`config.mk`:
```
export PLATFORM = sky130hd
export DESIGN_NAME = microwave_cook_ctrl
export DESIGN_NICKNAME = d
export VERILOG_FILES = /design/src/rtl/microwave_pkg.sv /design/src/rtl/microwave_tick_gen.sv /design/src/rtl/microwave_cook_ctrl.sv
export SDC_FILE = /design/constraint.sdc
export NUM_CORES = 1
export LEC_CHECK = 0
export CAP_MARGIN = 20
export CELL_PAD_IN_SITES_DETAIL_PLACEMENT = 0
export CELL_PAD_IN_SITES_GLOBAL_PLACEMENT = 1
export CORE_MARGIN = 1.5
export CORE_UTILIZATION = 40
export DETAILED_ROUTE_END_ITERATION = 12
export GPL_ROUTABILITY_DRIVEN = 0
export PLACE_DENSITY_LB_ADDON = 0.12
export SETUP_SLACK_MARGIN = 0.1
export SLEW_MARGIN = 20
export SYNTH_ARGS = -nofsm -noshare
export SYNTH_HDL_FRONTEND = slang
export SYNTH_HIERARCHICAL = 1
export SYNTH_SLANG_ARGS = --single-unit
```
`constraint.sdc`:
```
create_clock -name clk -period 9.9 [get_ports clk]
set_input_delay 1.98 -clock clk [delete_from_list [all_inputs] [get_ports clk]]
set_output_delay 1.98 -clock clk [all_outputs]
set_load 0.02 [all_outputs]
```
`src/rtl/microwave_pkg.sv`:
```
// ---------------------------------------------------------------------------
// microwave_pkg
// Shared types and constants for the microwave cook controller slice.
//   state_t  : controller state encoding (IDLE..DONE, 3 bits)
//   bcd_t    : one keypad BCD digit
//   bcd2bin  : converts a two-digit BCD pair into a binary value 0-99
// ---------------------------------------------------------------------------
package microwave_pkg;

  typedef enum logic [2:0] {
    S_IDLE  = 3'd0,
    S_ENTRY = 3'd1,
    S_COOK  = 3'd2,
    S_PAUSE = 3'd3,
    S_DONE  = 3'd4
  } state_t;

  localparam int SEC_PER_MIN = 60;
  localparam int ADD_SECS    = 30;

  typedef logic [3:0] bcd_t;

  // Tens digit times ten is built from shifts (x8 + x2) so no multiplier
  // is needed for the display conversion.
  function automatic logic [7:0] bcd2bin(input bcd_t hi, input bcd_t lo);
    logic [7:0] h;
    h = {4'd0, hi};
    return (h << 3) + (h << 1) + {4'd0, lo};
  endfunction

endpackage

```
`src/rtl/microwave_tick_gen.sv`:
```
// ---------------------------------------------------------------------------
// microwave_tick_gen
// Prescaler producing a one-cycle tick every TICK_DIV enabled clock cycles.
// The count is held while enable is low, so a paused cook resumes from the
// exact point in the current second where it stopped.
//   clk    in  system clock
//   rst    in  synchronous active-high reset
//   clear  in  restart the count from zero (wins over enable)
//   enable in  count this cycle
//   tick   out high in the last enabled cycle of each TICK_DIV period
// ---------------------------------------------------------------------------
module microwave_tick_gen #(
  parameter int TICK_DIV = 50_000_000
) (
  input  logic clk,
  input  logic rst,
  input  logic clear,
  input  logic enable,
  output logic tick
);

  localparam int CW = (TICK_DIV > 1) ? $clog2(TICK_DIV) : 1;
  localparam logic [CW-1:0] LAST = CW'(TICK_DIV - 1);

  logic [CW-1:0] r_cnt;
  logic          w_last;

  assign w_last = (r_cnt == LAST);
  assign tick   = enable && w_last;

  // Period counter: wraps to zero on the tick cycle, frozen when disabled.
  always_ff @(posedge clk) begin
    if (rst) begin
      r_cnt <= '0;
    end else if (clear) begin
      r_cnt <= '0;
    end else if (enable) begin
      r_cnt <= w_last ? '0 : r_cnt + CW'(1);
    end
  end

endmodule

```
`src/rtl/microwave_cook_ctrl.sv`:
```
// ---------------------------------------------------------------------------
// microwave_cook_ctrl
// Sequencing controller for the microwave countdown datapath: keypad MM:SS
// entry, start/stop handling, door interlock, 1 s countdown, heater gating
// and completion beep. Minutes/seconds leave in binary for the 7-segment path.
//   clk, rst            clock and synchronous active-high reset
//   key_valid/key_digit keypad strobe and digit (digits above 9 ignored)
//   start, stop         one-cycle command strobes
//   door_open           door switch level, 1 = open
//   min_out, sec_out    displayed time (binary)
//   heater_on           magnetron enable (drops combinationally on door open)
//   beep                buzzer enable while in DONE
//   done                one-cycle pulse when the countdown reaches 00:00
//   state_out           current state encoding
// Optional feature macro: MICROWAVE_ADD30_EN (start adds 30 s / quick start).
// ---------------------------------------------------------------------------
module microwave_cook_ctrl
  import microwave_pkg::*;
#(
  parameter int TICK_DIV   = 50_000_000,
  parameter int BEEP_TICKS = 3,
  parameter int MAX_MIN    = 99
) (
  input  logic       clk,
  input  logic       rst,
  input  logic       key_valid,
  input  logic [3:0] key_digit,
  input  logic       start,
  input  logic       stop,
  input  logic       door_open,
  output logic [7:0] min_out,
  output logic [7:0] sec_out,
  output logic       heater_on,
  output logic       beep,
  output logic       done,
  output logic [2:0] state_out
);

`ifdef MICROWAVE_ADD30_EN
  localparam bit ADD30_EN = 1'b1;
`else
  localparam bit ADD30_EN = 1'b0;
`endif

  localparam logic [7:0] MAX_MIN_B = 8'(MAX_MIN);
  localparam logic [7:0] SEC_MAX   = 8'(SEC_PER_MIN - 1);
  localparam logic [7:0] SPM_B     = 8'(SEC_PER_MIN);
  localparam logic [7:0] ADD_B     = 8'(ADD_SECS);
  localparam int         BCW       = (BEEP_TICKS > 1) ? $clog2(BEEP_TICKS) : 1;
  localparam logic [BCW-1:0] BEEP_LAST = BCW'(BEEP_TICKS - 1);

  state_t         r_state;
  bcd_t [3:0]     r_buf;
  logic [7:0]     r_min;
  logic [7:0]     r_sec;
  logic [BCW-1:0] r_beepCnt;
  logic           r_done;

  state_t         w_nextState;
  bcd_t [3:0]     w_nextBuf;
  bcd_t [3:0]     w_shiftBuf;
  logic [7:0]     w_nextMin, w_nextSec;
  logic [BCW-1:0] w_nextBeepCnt;
  logic           w_doneSet;
  logic           w_keyOk, w_bufZero;
  logic [7:0]     w_loadMin, w_loadSec, w_normMin, w_normSec;
  logic [7:0]     w_stepMin, w_stepSec, w_addMin, w_addSec;
  logic [7:0]     w_finMin, w_finSec;
  logic           w_tick, w_enable, w_clear;

  assign w_keyOk    = key_valid && (key_digit <= 4'd9);
  assign w_bufZero  = (r_buf == '0);
  assign w_shiftBuf = {r_buf[2:0], key_digit};
  assign w_loadMin  = bcd2bin(r_buf[3], r_buf[2]);
  assign w_loadSec  = bcd2bin(r_buf[1], r_buf[0]);

  // The prescaler only runs while actually cooking or beeping; in COOK the
  // cycle that sees door/stop is excluded so the count freezes on that value.
  assign w_enable = ((r_state == S_COOK) && !door_open && !stop) ||
                    (r_state == S_DONE);

  // Every state change restarts the second, except the COOK<->PAUSE pair,
  // which must keep the partial second across a pause.
  assign w_clear = (w_nextState != r_state) &&
                   !((r_state == S_PAUSE) && (w_nextState == S_COOK)) &&
                   !((r_state == S_COOK)  && (w_nextState == S_PAUSE));

  microwave_tick_gen #(
    .TICK_DIV (TICK_DIV)
  ) u_tick (
    .clk    (clk),
    .rst    (rst),
    .clear  (w_clear),
    .enable (w_enable),
    .tick   (w_tick)
  );

  // Time arithmetic: normalise the keyed value for loading, decrement on a
  // tick without going below 00:00, and add 30 s with carry and saturation.
  // The add is applied after the decrement so a tick is never lost.
  always_comb begin
    w_normMin = w_loadMin;
    w_normSec = w_loadSec;
    if (w_loadSec > SEC_MAX) begin
      w_normMin = w_loadMin + 8'd1;
      w_normSec = w_loadSec - SPM_B;
    end
    if (w_normMin > MAX_MIN_B) begin
      w_normMin = MAX_MIN_B;
      w_normSec = SEC_MAX;
    end

    w_stepMin = r_min;
    w_stepSec = r_sec;
    if (w_tick) begin
      if (r_sec != 8'd0) begin
        w_stepSec = r_sec - 8'd1;
      end else if (r_min != 8'd0) begin
        w_stepMin = r_min - 8'd1;
        w_stepSec = SEC_MAX;
      end
    end

    w_addMin = w_stepMin;
    w_addSec = w_stepSec + ADD_B;
    if (w_addSec >= SPM_B) begin
      w_addMin = w_stepMin + 8'd1;
      w_addSec = w_addSec - SPM_B;
    end
    if (w_addMin > MAX_MIN_B) begin
      w_addMin = MAX_MIN_B;
      w_addSec = SEC_MAX;
    end

    w_finMin = (ADD30_EN && start) ? w_addMin : w_stepMin;
    w_finSec = (ADD30_EN && start) ? w_addSec : w_stepSec;
  end

  // Next-state and next-datapath logic. Within each state the branches are
  // ordered door/stop > start > key; an event with no effect in a state does
  // not block lower-priority ones.
  always_comb begin
    w_nextState   = r_state;
    w_nextBuf     = r_buf;
    w_nextMin     = r_min;
    w_nextSec     = r_sec;
    w_nextBeepCnt = r_beepCnt;
    w_doneSet     = 1'b0;

    case (r_state)
      S_IDLE: begin
        if (!stop) begin
          if (ADD30_EN && start && !door_open) begin
            w_nextState = S_COOK;
            w_nextMin   = 8'd0;
            w_nextSec   = ADD_B;
          end else if (w_keyOk) begin
            w_nextState = S_ENTRY;
            w_nextBuf   = {12'h000, key_digit};
            w_nextMin   = 8'd0;
            w_nextSec   = {4'd0, key_digit};
          end
        end
      end

      S_ENTRY: begin
        if (stop) begin
          w_nextState = S_IDLE;
          w_nextBuf   = '0;
          w_nextMin   = 8'd0;
          w_nextSec   = 8'd0;
        end else if (start && !door_open && !w_bufZero) begin
          w_nextState = S_COOK;
          w_nextMin   = w_normMin;
          w_nextSec   = w_normSec;
        end else if (ADD30_EN && start && !door_open) begin
          w_nextState = S_COOK;
          w_nextMin   = 8'd0;
          w_nextSec   = ADD_B;
        end else if (w_keyOk) begin
          w_nextBuf = w_shiftBuf;
          w_nextMin = bcd2bin(w_shiftBuf[3], w_shiftBuf[2]);
          w_nextSec = bcd2bin(w_shiftBuf[1], w_shiftBuf[0]);
        end
      end

      S_COOK: begin
        if (door_open || stop) begin
          w_nextState = S_PAUSE;
        end else begin
          w_nextMin = w_finMin;
          w_nextSec = w_finSec;
          if ((w_finMin == 8'd0) && (w_finSec == 8'd0)) begin
            w_nextState   = S_DONE;
            w_nextBeepCnt = '0;
            w_doneSet     = 1'b1;
          end
        end
      end

      S_PAUSE: begin
        if (stop) begin
          w_nextState = S_IDLE;
          w_nextBuf   = '0;
          w_nextMin   = 8'd0;
          w_nextSec   = 8'd0;
        end else if (start && !door_open) begin
          w_nextState = S_COOK;
        end
      end

      S_DONE: begin
        if (stop || key_valid || start || door_open) begin
          w_nextState = S_IDLE;
          w_nextBuf   = '0;
          w_nextBeepCnt = '0;
        end else if (w_tick) begin
          if (r_beepCnt == BEEP_LAST) begin
            w_nextState   = S_IDLE;
            w_nextBuf     = '0;
            w_nextBeepCnt = '0;
          end else begin
            w_nextBeepCnt = r_beepCnt + BCW'(1);
          end
        end
      end

      default: begin
        w_nextState   = S_IDLE;
        w_nextBuf     = '0;
        w_nextMin     = 8'd0;
        w_nextSec     = 8'd0;
        w_nextBeepCnt = '0;
      end
    endcase
  end

  // State and datapath registers.
  always_ff @(posedge clk) begin
    if (rst) begin
      r_state   <= S_IDLE;
      r_buf     <= '0;
      r_min     <= 8'd0;
      r_sec     <= 8'd0;
      r_beepCnt <= '0;
      r_done    <= 1'b0;
    end else begin
      r_state   <= w_nextState;
      r_buf     <= w_nextBuf;
      r_min     <= w_nextMin;
      r_sec     <= w_nextSec;
      r_beepCnt <= w_nextBeepCnt;
      r_done    <= w_doneSet;
    end
  end

  // Heater and beep are combinational so the door interlock, reset and the
  // DONE cancel events take effect in the very cycle they occur.
  assign heater_on = (r_state == S_COOK) && !door_open && !rst;
  assign beep      = (r_state == S_DONE) &&
                     !(stop || key_valid || start || door_open);
  assign done      = r_done;
  assign min_out   = r_min;
  assign sec_out   = r_sec;
  assign state_out = r_state;

endmodule

```
# Word-level counts from Yosys, hierarchy flattened
# Cells that the tools add are included.
# W data, S select, Z words.
# totals
register_bits	64
input_bits	10
out_inout_bits	22
elab_cells	141
# op_classes
add_sub_neg	14
order_cmp	3
eq_ne	19
muxes	55
n_bitwise	3
reduce_logical	37
# ops
op	count
$mux W8	23
$mux W16	9
$pmux W16 S5	1
$pmux W8 S5	2
$mux W3	11
$add A7 B5 Y8	4
$add A8 B4 Y8	4
$add A26 B1 Y26 const B	1
$eq A26 B26 Y1 const B	1
$mux W26	1
$logic_not A16 Y1	1
$logic_not A8 Y1	2
$reduce_bool A8 Y1	2
$sub A8 B1 Y8 const B	2
$pmux W3 S5	1
$logic_and A1 B1 Y1	13
$eq A3 B2 Y1 const B	4
$mux W2	5
$ne A3 B3 Y1 const B	3
$add A8 B1 Y8 const B	1
$gt A8 B6 Y1 const B	1
$gt A8 B7 Y1 const B	1
$ne A2 B2 Y1 const B	4
$reduce_and A8 Y1	1
other kinds (20)	33

# Longest topological paths before layout
# Gate-level depths: netlist (run 1).
# depth
ltp_word	17
depth_mapped	22
mapped_depth_nobuf	16

# Modules after synthesis
# Netlist (run 1), hierarchy kept.
# by_module_without_submodules
mod	instances	cells_each	area_each_um2	seq_area_each_um2
microwave_cook_ctrl	1	510	3865.0	760.7
microwave_tick_gen	1	161	1338.8	520.5

# Worst setup path after synthesis (run 1)
# Ideal clock, no wire load.
# synth_timing
path_type	input-to-reg
start	input port stop
end	register u_tick.r_cnt[0]
setup_time_ns	0.117
t_arrival_ns	5.790
required_time_ns	9.783
slack_ns	3.993
stages	21
path_buffers	5
cell_sequence	nor2_1 > nand2_1 > a21oi_1 > buf_4 > and4_2 > clkbuf_1 > nand4_1 > nor3_1 > clkbuf_1 > nand2_1 > or3_1 > buf_2 > or4_4 > mux2i_1 > and4_4 > nand3_1 > a32oi_1 > nor2_1 > o31ai_2 > buf_2 > nor2_1
# synth_between
elab_chain_len	16
elab_cells_between_ends	31
classes_between	eq/ne: 3; mux: 10; reduce/logical: 18
# synth_lines
element	line_no	source
from (decl)	microwave_cook_ctrl.sv:29	input logic stop,
$logic_not A1 Y1 (*)	-	
$logic_and A1 B1 Y1 (*)	microwave_cook_ctrl.sv:79	assign w_enable = ((r_state == S_COOK) && !door_open && !stop) ||
$logic_or A1 B1 Y1 (*)	microwave_cook_ctrl.sv:79	
named net w_enable	microwave_cook_ctrl.sv:69	logic w_tick, w_enable, w_clear;
$logic_and A1 B1 Y1 (*)	microwave_tick_gen.sv:29	assign tick = enable && w_last;
named net w_tick	microwave_cook_ctrl.sv:69	
$mux W8	microwave_cook_ctrl.sv:115	if (w_tick) begin
$logic_not A8 Y1	microwave_cook_ctrl.sv:193	if ((w_finMin == 8'd0) && (w_finSec == 8'd0)) begin
[... 3 more ...]	-	
$pmux W3 S5 (*)	microwave_cook_ctrl.sv:150	case (r_state)
$eq A3 B2 Y1	microwave_cook_ctrl.sv:85	!((r_state == S_PAUSE) && (w_nextState == S_COOK)) &&
$logic_and A1 B1 Y1	microwave_cook_ctrl.sv:85	
$logic_not A1 Y1	microwave_cook_ctrl.sv:85	
$logic_and A1 B1 Y1	microwave_cook_ctrl.sv:84	assign w_clear = (w_nextState != r_state) &&
$logic_and A1 B1 Y1 (*)	microwave_cook_ctrl.sv:85	
named net w_clear	microwave_cook_ctrl.sv:69	
$reduce_or A2 Y1 (no source line) (*)	-	
to (signal assigned)	microwave_tick_gen.sv:38	r_cnt <= w_last ? '0 : r_cnt + CW'(1);
to (decl)	microwave_tick_gen.sv:25	logic [CW-1:0] r_cnt;
# Mark *: on every way through the listed nets, which the timed path passes. The rest lies on a longest branch.
# A chain may end at the register's enable or synchronous reset.

# Worst setup path in the final report (run 1)
# layout_timing
start	input port stop
end	register u_tick.r_cnt[9]
# Same word-level chain as after synthesis.

==> results.md, run 1 <==
- Initial core utilization: 41.1%
- Max Freq: 144 MHz
- DRC: 0
- Non-filler cells, final: 866
- Setup violators final: 0
- Average cell area after synthesis: 7.76 µm²
- Slew Viols, Final: 0
- Worst Hold Class: reg -> reg
- Core Footprint: 0.0127 mm²
- RSZ-0062 raised after global routing: false
- Total die area: 0.0137 mm²
- Post-synth top flop: dfxtp_1
- Ys Warns: 6
- Leak pwr: 2.18 nW
- CTS buffer count: 9
- CTS tree: yes
- First-pass GRT wire length: 24100 µm
- Clock Path Buffers: 2
- Max cap viols: 0
- Hold_buf cts: 0
- Io pins: 32
- Via count: 5122
- Number of global-route vias before repair: 4649
- Worst skew pair latency: 340 ps
- Syn Inst Count: 671
- Post-Route WL: 15100 µm
- Root buf cell: clkbuf_16
- CP Launch Type: input pin
- Pwr/cell area: 112 mW/mm²
- Syn Nets: 724
- Asr flop ratio synth: 0%
- Setup TNS Final: 0 ps
- Post-route cell area: 0.00593 mm²
- Crit path required time: 10120 ps
- Area after DPL: 0.00565 mm²
- Via density: 5.91
- Detailed Routing Iterations Pass 1: 5
- N_diodes: 0
- Final Skew: 6.77 ps
- Worst-path maximum fanout: 25
- Die X: 117 µm
- Largest net degree at the start of global routing: 37
- Number of DRC markers in iteration 0: 399
- Grt total ovfl: 0
- Post-CTS sizing: 0
- Critical Path Sink Type: flip-flop
- Wire per inst: 17.4 µm
- CTS HTree Levels: 3
- Sequential share of the synthesized area: 24.6%
- # placed instances: 850
- #FFs+latches synth: 64
- Least-Margin Pin Slew: 983 ps
- Layout area overhead: 14.0%
- Max-slew headroom: 34.2%
- Final worst path period share: 70.2%
- Post-CTS setup buffers: 0
- DP Wirelength: 11400 µm
- Nets@finish: 742
- CTS sink cnt: 64
- Share of cells above drive strength 1: 6.77%
- Routed Antenna Nets: 0
- Buffers on Ports: 31
- Initial antenna violation count: 0
- Crit Path Class: in -> reg
- Status: complete, no violations
- Synth cell types: 74
- Worst Path Arrival: 7180 ps
- Row Count: 41
- Worst IR drop on VDD: 0.0000793 V
- Post-synth EDFFs: 0
- Min Tclk post-route: 6950 ps
- Tot GR Track Use: 22.8%
- Fin. Hold Viols: 0
- Die Ht: 117 µm
- CTS clock-pin slew for the worst setup and hold paths: 60 ps
- Mapped Area: 0.00520 mm²
[final cells by class]
cell class	count	area, µm²
Clock buffer	10	239
Multi-Input combinational cell	535	3640
Inverter	41	154
Sequential cell	64	1280
Timing Repair Buffer	38	363
Fill cell	1269	6740
Tap cell	172	215
Clock inverter	6	45.0
[kinds of logic (layout without fill, tap and decap cells)]
kind of cell    after synthesis  count (layout)  share of synthesized area (%)
compound gates              184             184                           23.6
xor+xnor                     31              31                           5.22
fa+ha+maj                    43              43                           11.5
buf+inv                      72              95                           5.65
flops                        64              64                           24.6
mux                           8               8                           1.56
simple gates                269             269                           27.9
[metrics by stage]
step / setup WS, ps / utilization, % / hold WS (ps) / total power, mW
3_3_place_gp: 2830 / 44.6 / 462 / 0.369
3_5_place_dp: 2670 / 44.6 / 474 / 0.369
2_1_floorplan: 3990 / - / 444 / 0.337
5_1_grt: 2490 / 46.8 / 499 / 0.692
4_1_cts: 3000 / 46.8 / 482 / 0.671
6_report: 2950 / 46.8 / 475 / 0.665
[metal layers]
layer / vias to the layer above / track usage [%] / wire length [µm]
met1: 2427 / 32.3 / 7620
met4: 0 / 8.51 / 350
li1: 2551 / - / -
met3: 23 / 4.22 / 621
met2: 121 / 34.3 / 6470
met5: - / 0 / 0
[cell usage in the layout (no fill, tap or decap), types with 8 or more instances in the layout]
master and count:
clkbuf_16 9, clkdlybuf4s50_1 31, xnor2_1 13, inv_1 41, o21ai_0 34, and2_1 12, ha_1 35, xor2_1 18
o31ai_1 11, a22oi_1 15, nand4_1 18, a21oi_1 49, or3_1 12, dfxtp_1 64, nor4_1 12, nor2_1 61
fa_1 8, nor3_1 12, or4_1 12, nand2_1 53, nand2b_1 8, nand3_1 24, and3_1 8
[cell usage after synthesis, types with 9 or more instances]
cell	instances	area [µm²]
dfxtp_1	64	1280
xor2_1	18	158
xnor2_1	13	114
nand2_1	53	199
o31ai_1	11	82.6
a21oi_1	49	245
ha_1	35	438
or3_1	12	75.1
and2_1	12	75.1
nor3_1	12	60.1
a22oi_1	15	113
nor4_1	12	75.1
nand4_1	18	113
clkbuf_1	19	71.3
o21ai_0	34	170
nand3_1	24	120
inv_1	41	154
buf_2	9	45.0
nor2_1	61	229
or4_1	12	90.1
[worst max-delay path: stages]
cell and delay (ps):
clkdlybuf4s50_1 530, nor2_1 310, nand2_1 100, a21oi_1 500, and4_2 440, nand4_1 110
nor3_1 240, buf_4 230, nand2_1 170, or3_1 540, nor2_1 390, o2111ai_1 320
a21boi_2 260, nand3_1 120, a32oi_1 320, nor2_1 100, o31ai_2 70, buf_4 310
nor2_1 100
[registers in the layout, summed over array words and instances (netlist names)]
register and cells:
done 1, r_beepCnt 2, min_out 8, u_tick/r_cnt 26, state_out 3, r_buf 16
sec_out 8
[report_power, final]
group / switching [mW] / leakage, nW / total (mW) / internal [mW]
Combinational: 0.0560 / 1.53 / 0.0928 / 0.0368
Sequential: 0.00987 / 0.517 / 0.272 / 0.262
Clock: 0.124 / 0.131 / 0.300 / 0.176
Total: 0.190 / 2.18 / 0.665 / 0.475
[worst paths after layout]
| check | start | endpoint | slack [ps] | cells past startpoint |
|---|---|---|---|---|
| max | stop | u_tick/r_cnt[9]$_SDFFE_PP0P_ | 2950 | 19 |
| max reg2reg | state_out[1]$_SDFF_PP0_ | u_tick/r_cnt[9]$_SDFFE_PP0P_ | 4630 | 18 |
| min reg2reg | r_beepCnt[0]$_SDFFE_PP0P_ | r_beepCnt[0]$_SDFFE_PP0P_ | 480 | 2 |
| min | r_beepCnt[0]$_SDFFE_PP0P_ | r_beepCnt[0]$_SDFFE_PP0P_ | 480 | 2 |
(Power assumes the default switching activity.)
==> run 2, diff against run 1 <==
==> constraint.sdc (replaced) <==
create_clock -name clk -period 6.44 [get_ports clk]
set_input_delay 1.288 -clock clk [delete_from_list [all_inputs] [get_ports clk]]
set_output_delay 1.288 -clock clk [all_outputs]
set_load 0.02 [all_outputs]
==> run 2 against run 1 <==
Global-route usage is 0.095 points lower. Combinational power grew 54%. Setup slack got worse by 2200 ps. Wire length down 1.7%. Hold slack worse by 3.2 ps. Non-clock buffer count up 2. Sequential cell count did not move. Clock skew is 1.4 ps lower. Highest routed layer unchanged.
==> results.md, run 2 (synthesis results as in run 1) <==
- CTS buffer count: 9
- Row Count: 41
- Hold_buf cts: 0
- Slew Viols, Final: 0
- Largest net degree at the start of global routing: 37
- Multi-input gate area: 0.00364 mm²
- CTS tree: yes
- Flop pwr share: 41.1%
- Detailed Routing Iterations Pass 1: 4
- Pwr/cell area: 171 mW/mm²
- Share of cells above drive strength 1: 6.90%
- Via count: 5085
- Psw: 0.287 mW
- CP Launch Type: input pin
- Crit path max-delay family: simple AND/OR/NAND/NOR gates
- Clock power frac: 44.8%
- Tot GR Track Use: 22.7%
- Setup TNS Final: 0 ps
- CTS sink cnt: 64
- P_int: 0.729 mW
- Die X: 117 µm
- Min-delay src: r_beepCnt[0]$_SDFFE_PP0P_
- RSZ-0062 raised after global routing: false
- Number of global-route vias before repair: 4557
- Clock Path Buffers: 2
- CTS HTree Levels: 3
- Largest register by flop count: u_tick/r_cnt
- Wire per inst: 17.1 µm
- Logic pwr share: 14.1%
- Worst r2r src: state_out[1]$_SDFF_PP0_
- Reg-to-Reg End: u_tick/r_cnt[12]$_SDFFE_PP0P_
- Critical Path Sink Type: flip-flop
- Most common cell after layout, fill and taps aside: dfxtp_1
- Crit path required time: 6660 ps
- Hold Crit Depth: 2
- Initial antenna violation count: 0
- Max FFs per register: 26
- Crit Path Class: in -> reg
- Non-filler cells, final: 868
- Top flop regs: u_tick/r_cnt (26), r_buf (16)
- Via density: 5.86
- Flop2flop setup slack: 1500 ps
- Most frequent cells in the layout: dfxtp_1 (64), nor2_1 (61), nand2_1 (53)
- Post-CTS sizing: 0
- First-pass GRT wire length: 23900 µm
- DRC: 0
- Worst skew pair latency: 340 ps
- Post-CTS setup buffers: 0
- Reg2Reg Depth: 19
- Number of DRC markers in iteration 0: 419
- Layout area overhead: 14.1%
- Grt total ovfl: 0
- Reg area: 0.00128 mm²
- Min Tclk post-route: 5730 ps
- CP most frequent cell: nor2_1
- Io pins: 32
- Least-Margin Pin Slew: 925 ps
- Max Freq: 174 MHz
- DP Wirelength: 11200 µm
- Routed Antenna Nets: 0
- CTS clock-pin slew for the worst setup and hold paths: 60 ps
- Worst Hold Class: reg -> reg
- Nets@finish: 744
- Worst IR drop on VDD: 0.0000951 V
- Buffers on Ports: 31
- Die Ht: 117 µm
- Max-slew headroom: 38.1%
- Post-Route WL: 14800 µm
- Fillers: 1285
- # placed instances: 852
- Final worst path period share: 89.0%
- Crit path buf inv count: 4
- Critical Path Slowest Stage Cell: or3_1
- Initial core utilization: 41.1%
- Root buf cell: clkbuf_16
- Grt peak-use layer: met2
- Fin. Hold Viols: 0
- GR Util met2: 34.4%
- CP cell instances: clkdlybuf4s50_1 > nor2_1 > nand2_1 > a21oi_1 > buf_4 > and4_2 > nand4_1 > nor3_1 > buf_4 > nand2_1 > or3_1 > nor2_1 > o2111ai_1 > a21boi_2 > nand3_1 > a32oi_1 > nor2_1 > o31ai_2 > buf_4 > nor2_1
- Leak pwr: 2.19 nW
- Core Footprint: 0.0127 mm²
- Net Sw Frac: 28.3%
- Final Skew: 5.36 ps
- Worst Path Arrival: 5960 ps
- N_diodes: 0
- Met3 global-route usage: 3.09%
- Setup violators final: 0
- GR met1 Demand/Resource: 32.7%
- Worst Hold End: r_beepCnt[0]$_SDFFE_PP0P_
- Status: complete, no violations
- Max stage delay on crit path: 540 ps
- Total die area: 0.0137 mm²
- Max cap viols: 0
- Worst-path maximum fanout: 25
-- run 2: cell types whose count changed in the layout (fill, tap and decap cells not counted) --
cell / previous run / this run
clkinv_2: 1 / 2
clkbuf_1: 0 / 1
clkinv_4: 2 / 0
buf_4: 7 / 9
-- run 2: layer usage --
metal  wire length [µm]  vias to the layer above
li1                   -                     2542
met1               7640                     2426
met2               6430                      105
met3                507                       12
met4                218                        0
met5                  0                        -
-- run 2: per-stage QoR --
step                      power, mW  utilization [%]  hold slack [ps]  area (µm²)  worst slack, ps
final                          1.02             46.9              472        5940              706
after detailed placement      0.568             44.7              467        5660              376
after floorplan               0.518                -              444        5200             1220
after global placement        0.569             44.7              461        5660              481
after global routing           1.06             46.9              508        5940              304
after CTS                      1.02             46.9              476        5940              744
-- run 2: power by group through the flow --
| stage | clock [mW] | sequential, mW | combinational [mW] |
|---|---|---|---|
| 3_3_place_gp | 0 | 0.427 | 0.142 |
| 5_1_grt | 0.484 | 0.419 | 0.158 |
| 6_report | 0.455 | 0.418 | 0.143 |
| 4_1_cts | 0.463 | 0.418 | 0.142 |
| 2_1_floorplan | 0 | 0.427 | 0.0906 |
| 3_5_place_dp | 0 | 0.426 | 0.142 |
-- run 2: final cells by class --
type,instances,share of cell area (%)
timing repair buffer,40,6.36
tap,172,3.62
multi-input combinational,535,61.2
sequential,64,21.6
clock buffer,11,4.09
clock inverter,5,0.548
inverter,41,2.59
-- run 2: worst max-delay path by stage --
stage	start	endpoint	slack [ps]	cells after the start
2_1_floorplan	stop	u_tick/r_cnt[0]$_SDFFE_PP0P_	1220	21
3_3_place_gp	stop	u_tick/r_cnt[5]$_SDFFE_PP0P_	480	20
3_5_place_dp	stop	u_tick/r_cnt[0]$_SDFFE_PP0P_	380	20
4_1_cts	stop	u_tick/r_cnt[0]$_SDFFE_PP0P_	740	20
5_1_grt	stop	u_tick/r_cnt[0]$_SDFFE_PP0P_	300	20
6_report	stop	u_tick/r_cnt[12]$_SDFFE_PP0P_	710	20
-- run 2: worst register-to-register path: stages, from the launching register on --
cell       delay [ps]
dfxtp_1           550
nor2b_1           270
nand2_1            80
a21oi_1           150
buf_4             180
and4_2            310
nand4_1           120
nor3_1            190
buf_4             210
nand2_1           180
or3_1             540
nor2_1            400
o2111ai_1         330
a21boi_2          250
nand3_1           130
a32oi_1           350
nor2_1            100
o31ai_2            70
buf_4             310
nor2_1             90
==> run 3, diff against run 2 <==
--- a/config.mk
+++ b/config.mk
@@ -12,6 +12,8 @@
 export CORE_UTILIZATION = 40
 export DETAILED_ROUTE_END_ITERATION = 12
 export GPL_ROUTABILITY_DRIVEN = 0
+export GPL_TIMING_DRIVEN = 0
+export HOLD_SLACK_MARGIN = 0.06
 export PLACE_DENSITY_LB_ADDON = 0.12
 export SETUP_SLACK_MARGIN = 0.1
 export SLEW_MARGIN = 20
==> run 3 against run 2 <==
First-iteration DRC count increased by 20%. Maximum frequency down 4.1%. Sequential cell count unchanged. Setup slack lost 240 ps. Critical path depth rose by 1. Wire length grew 6.4%. Clock power is 18% higher. Sequential share of layout area fell by 0.57 points. Sequential power about the same. Total power increased by 8.7%.
==> results.md, run 3 (synthesis results as in run 1) <==
- Status: complete, no violations
- Tot GR Track Use: 23.7%
- Flop pwr share: 37.7%
- Via density: 5.91
- CP Launch Type: input pin
- Share of cells above drive strength 1: 8.07%
- Hold slack: 476 ps
- N_diodes: 0
- Logic pwr share: 13.8%
- Crit Path Class: in -> reg
- Via count: 5267
- Number of global-route vias before repair: 4770
- Largest register by flop count: u_tick/r_cnt
- Most common cell after layout, fill and taps aside: dfxtp_1
- Net Sw Frac: 26.6%
- Psw: 0.293 mW
- Multi-input gate area: 0.00366 mm²
- Most frequent cells in the layout: dfxtp_1 (64), nor2_1 (59), nand2_1 (52)
- Least-Margin Pin Slew: 850 ps
- Hold Crit Depth: 2
- Initial core utilization: 41.1%
- Worst Hold Class: reg -> reg
- Grt total ovfl: 0
- Hold_buf cts: 0
- Post-Route WL: 15700 µm
- CTS HTree Levels: 3
- Routed Antenna Nets: 0
- P_int: 0.811 mW
- Crit path required time: 6680 ps
- Critical Path Sink Type: flip-flop
- Final worst path period share: 92.8%
- Setup violators final: 0
- Initial antenna violation count: 0
- Buffers on Ports: 31
- Worst IR drop on VDD: 0.0000944 V
- CTS tree: yes
- Worst-path maximum fanout: 10
- Total die area: 0.0137 mm²
- Row Count: 41
- CTS sink cnt: 64
- Min Tclk post-route: 5980 ps
- Clock power frac: 48.5%
- Max FFs per register: 26
- Worst skew pair latency: 340 ps
- RSZ-0062 raised after global routing: false
- Pre-CTS WS: -595 ps
- Max Freq: 167 MHz
- Final Skew: 9.45 ps
- Max-slew headroom: 42.6%
- Leak pwr: 2.25 nW
- Die X: 117 µm
- DRC: 0
- Slew Viols, Final: 0
- Top flop regs: u_tick/r_cnt (26), r_buf (16)
- Reg area: 0.00128 mm²
- Io pins: 32
- Max cap viols: 0
- Layout area overhead: 17.2%
- Final worst slack: 464 ps
- Nets@finish: 767
- Core Footprint: 0.0127 mm²
- Fin. Hold Viols: 0
- Area after DPL: 0.00573 mm²
- Number of DRC markers in iteration 0: 503
- CTS clock-pin slew for the worst setup and hold paths: 60 ps
- Fillers: 1331
- Power, Total: 1.10 mW
- Pwr/cell area: 181 mW/mm²
- Clock Path Buffers: 2
- CTS buffer count: 9
- Die Ht: 117 µm
- First-pass GRT wire length: 25100 µm
- Detailed Routing Iterations Pass 1: 6
- Post-route cell area: 0.00610 mm²
- Largest net degree at the start of global routing: 12
- DP Wirelength: 12000 µm
- Wire per inst: 17.7 µm
- Root buf cell: clkbuf_16
- Worst Path Arrival: 6210 ps
- Reg2Reg Depth: 21
-- run 3: metal layers --
metal	vias up	track usage, %	share of wire (%)
met2	124	37.7	46
met3	17	2.83	3.6
met1	2526	33.2	48
met4	0	8.76	2.0
met5	-	0	0
li1	2600	-	-
-- run 3: worst max-delay path, cell delays in order --
cell             delay (ps)
clkdlybuf4s50_1         550
nor2_4                  220
nand2_1                  70
a21oi_1                 150
buf_4                   170
and4_2                  320
nand4_1                 130
nor3_2                  230
buf_2                   260
nand2_2                 140
or3_1                   380
buf_2                   180
or4_4                   430
mux2i_2                 280
and4_4                  310
nand3_1                 140
a32oi_1                 270
nor2_1                  130
o31ai_4                 160
clkdlybuf4s15_2         330
nor2_1                   60
-- run 3: path summary, 6_finish.rpt --
check | from | to | slack, ps
worst min register to register | r_beepCnt[0]$_SDFFE_PP0P_ | r_beepCnt[0]$_SDFFE_PP0P_ | 480
worst max register to register | state_out[1]$_SDFF_PP0_ | u_tick/r_cnt[12]$_SDFFE_PP0P_ | 1200
worst min-delay path | r_beepCnt[0]$_SDFFE_PP0P_ | r_beepCnt[0]$_SDFFE_PP0P_ | 480
worst max-delay path | stop | u_tick/r_cnt[12]$_SDFFE_PP0P_ | 460
-- run 3: what timing repair did --
item                                    CTS  global route
gates resized for setup                   5             8
endpoints found under the setup margin   25            25
gates cloned                              0             2
buffers inserted                          0             0
-- run 3: area by class of cell --
cell class	count	area share, %
multi-input combinational	535	60.0
sequential	64	21.0
timing repair buffer	33	5.35
clock buffer	11	3.98
tap	172	3.53
inverter	41	2.52
buffer	30	2.34
clock inverter	5	1.31
-- run 3: through the flow --
step	cells	util (%)	TNS (ps)
global placement	874	45.2	-12940
CTS	890	47.9	0
global route	891	48.1	0
floorplan	671	-	0
detailed placement	874	45.2	-12740
finish	891	48.1	0
-- run 3: power groups by stage --
stage	sequential, mW	clock, mW	combinational, mW
2_1_floorplan	0.427	0	0.0906
3_3_place_gp	0.425	0	0.145
3_5_place_dp	0.425	0	0.146
4_1_cts	0.416	0.547	0.148
5_1_grt	0.418	0.564	0.168
6_report	0.417	0.536	0.152
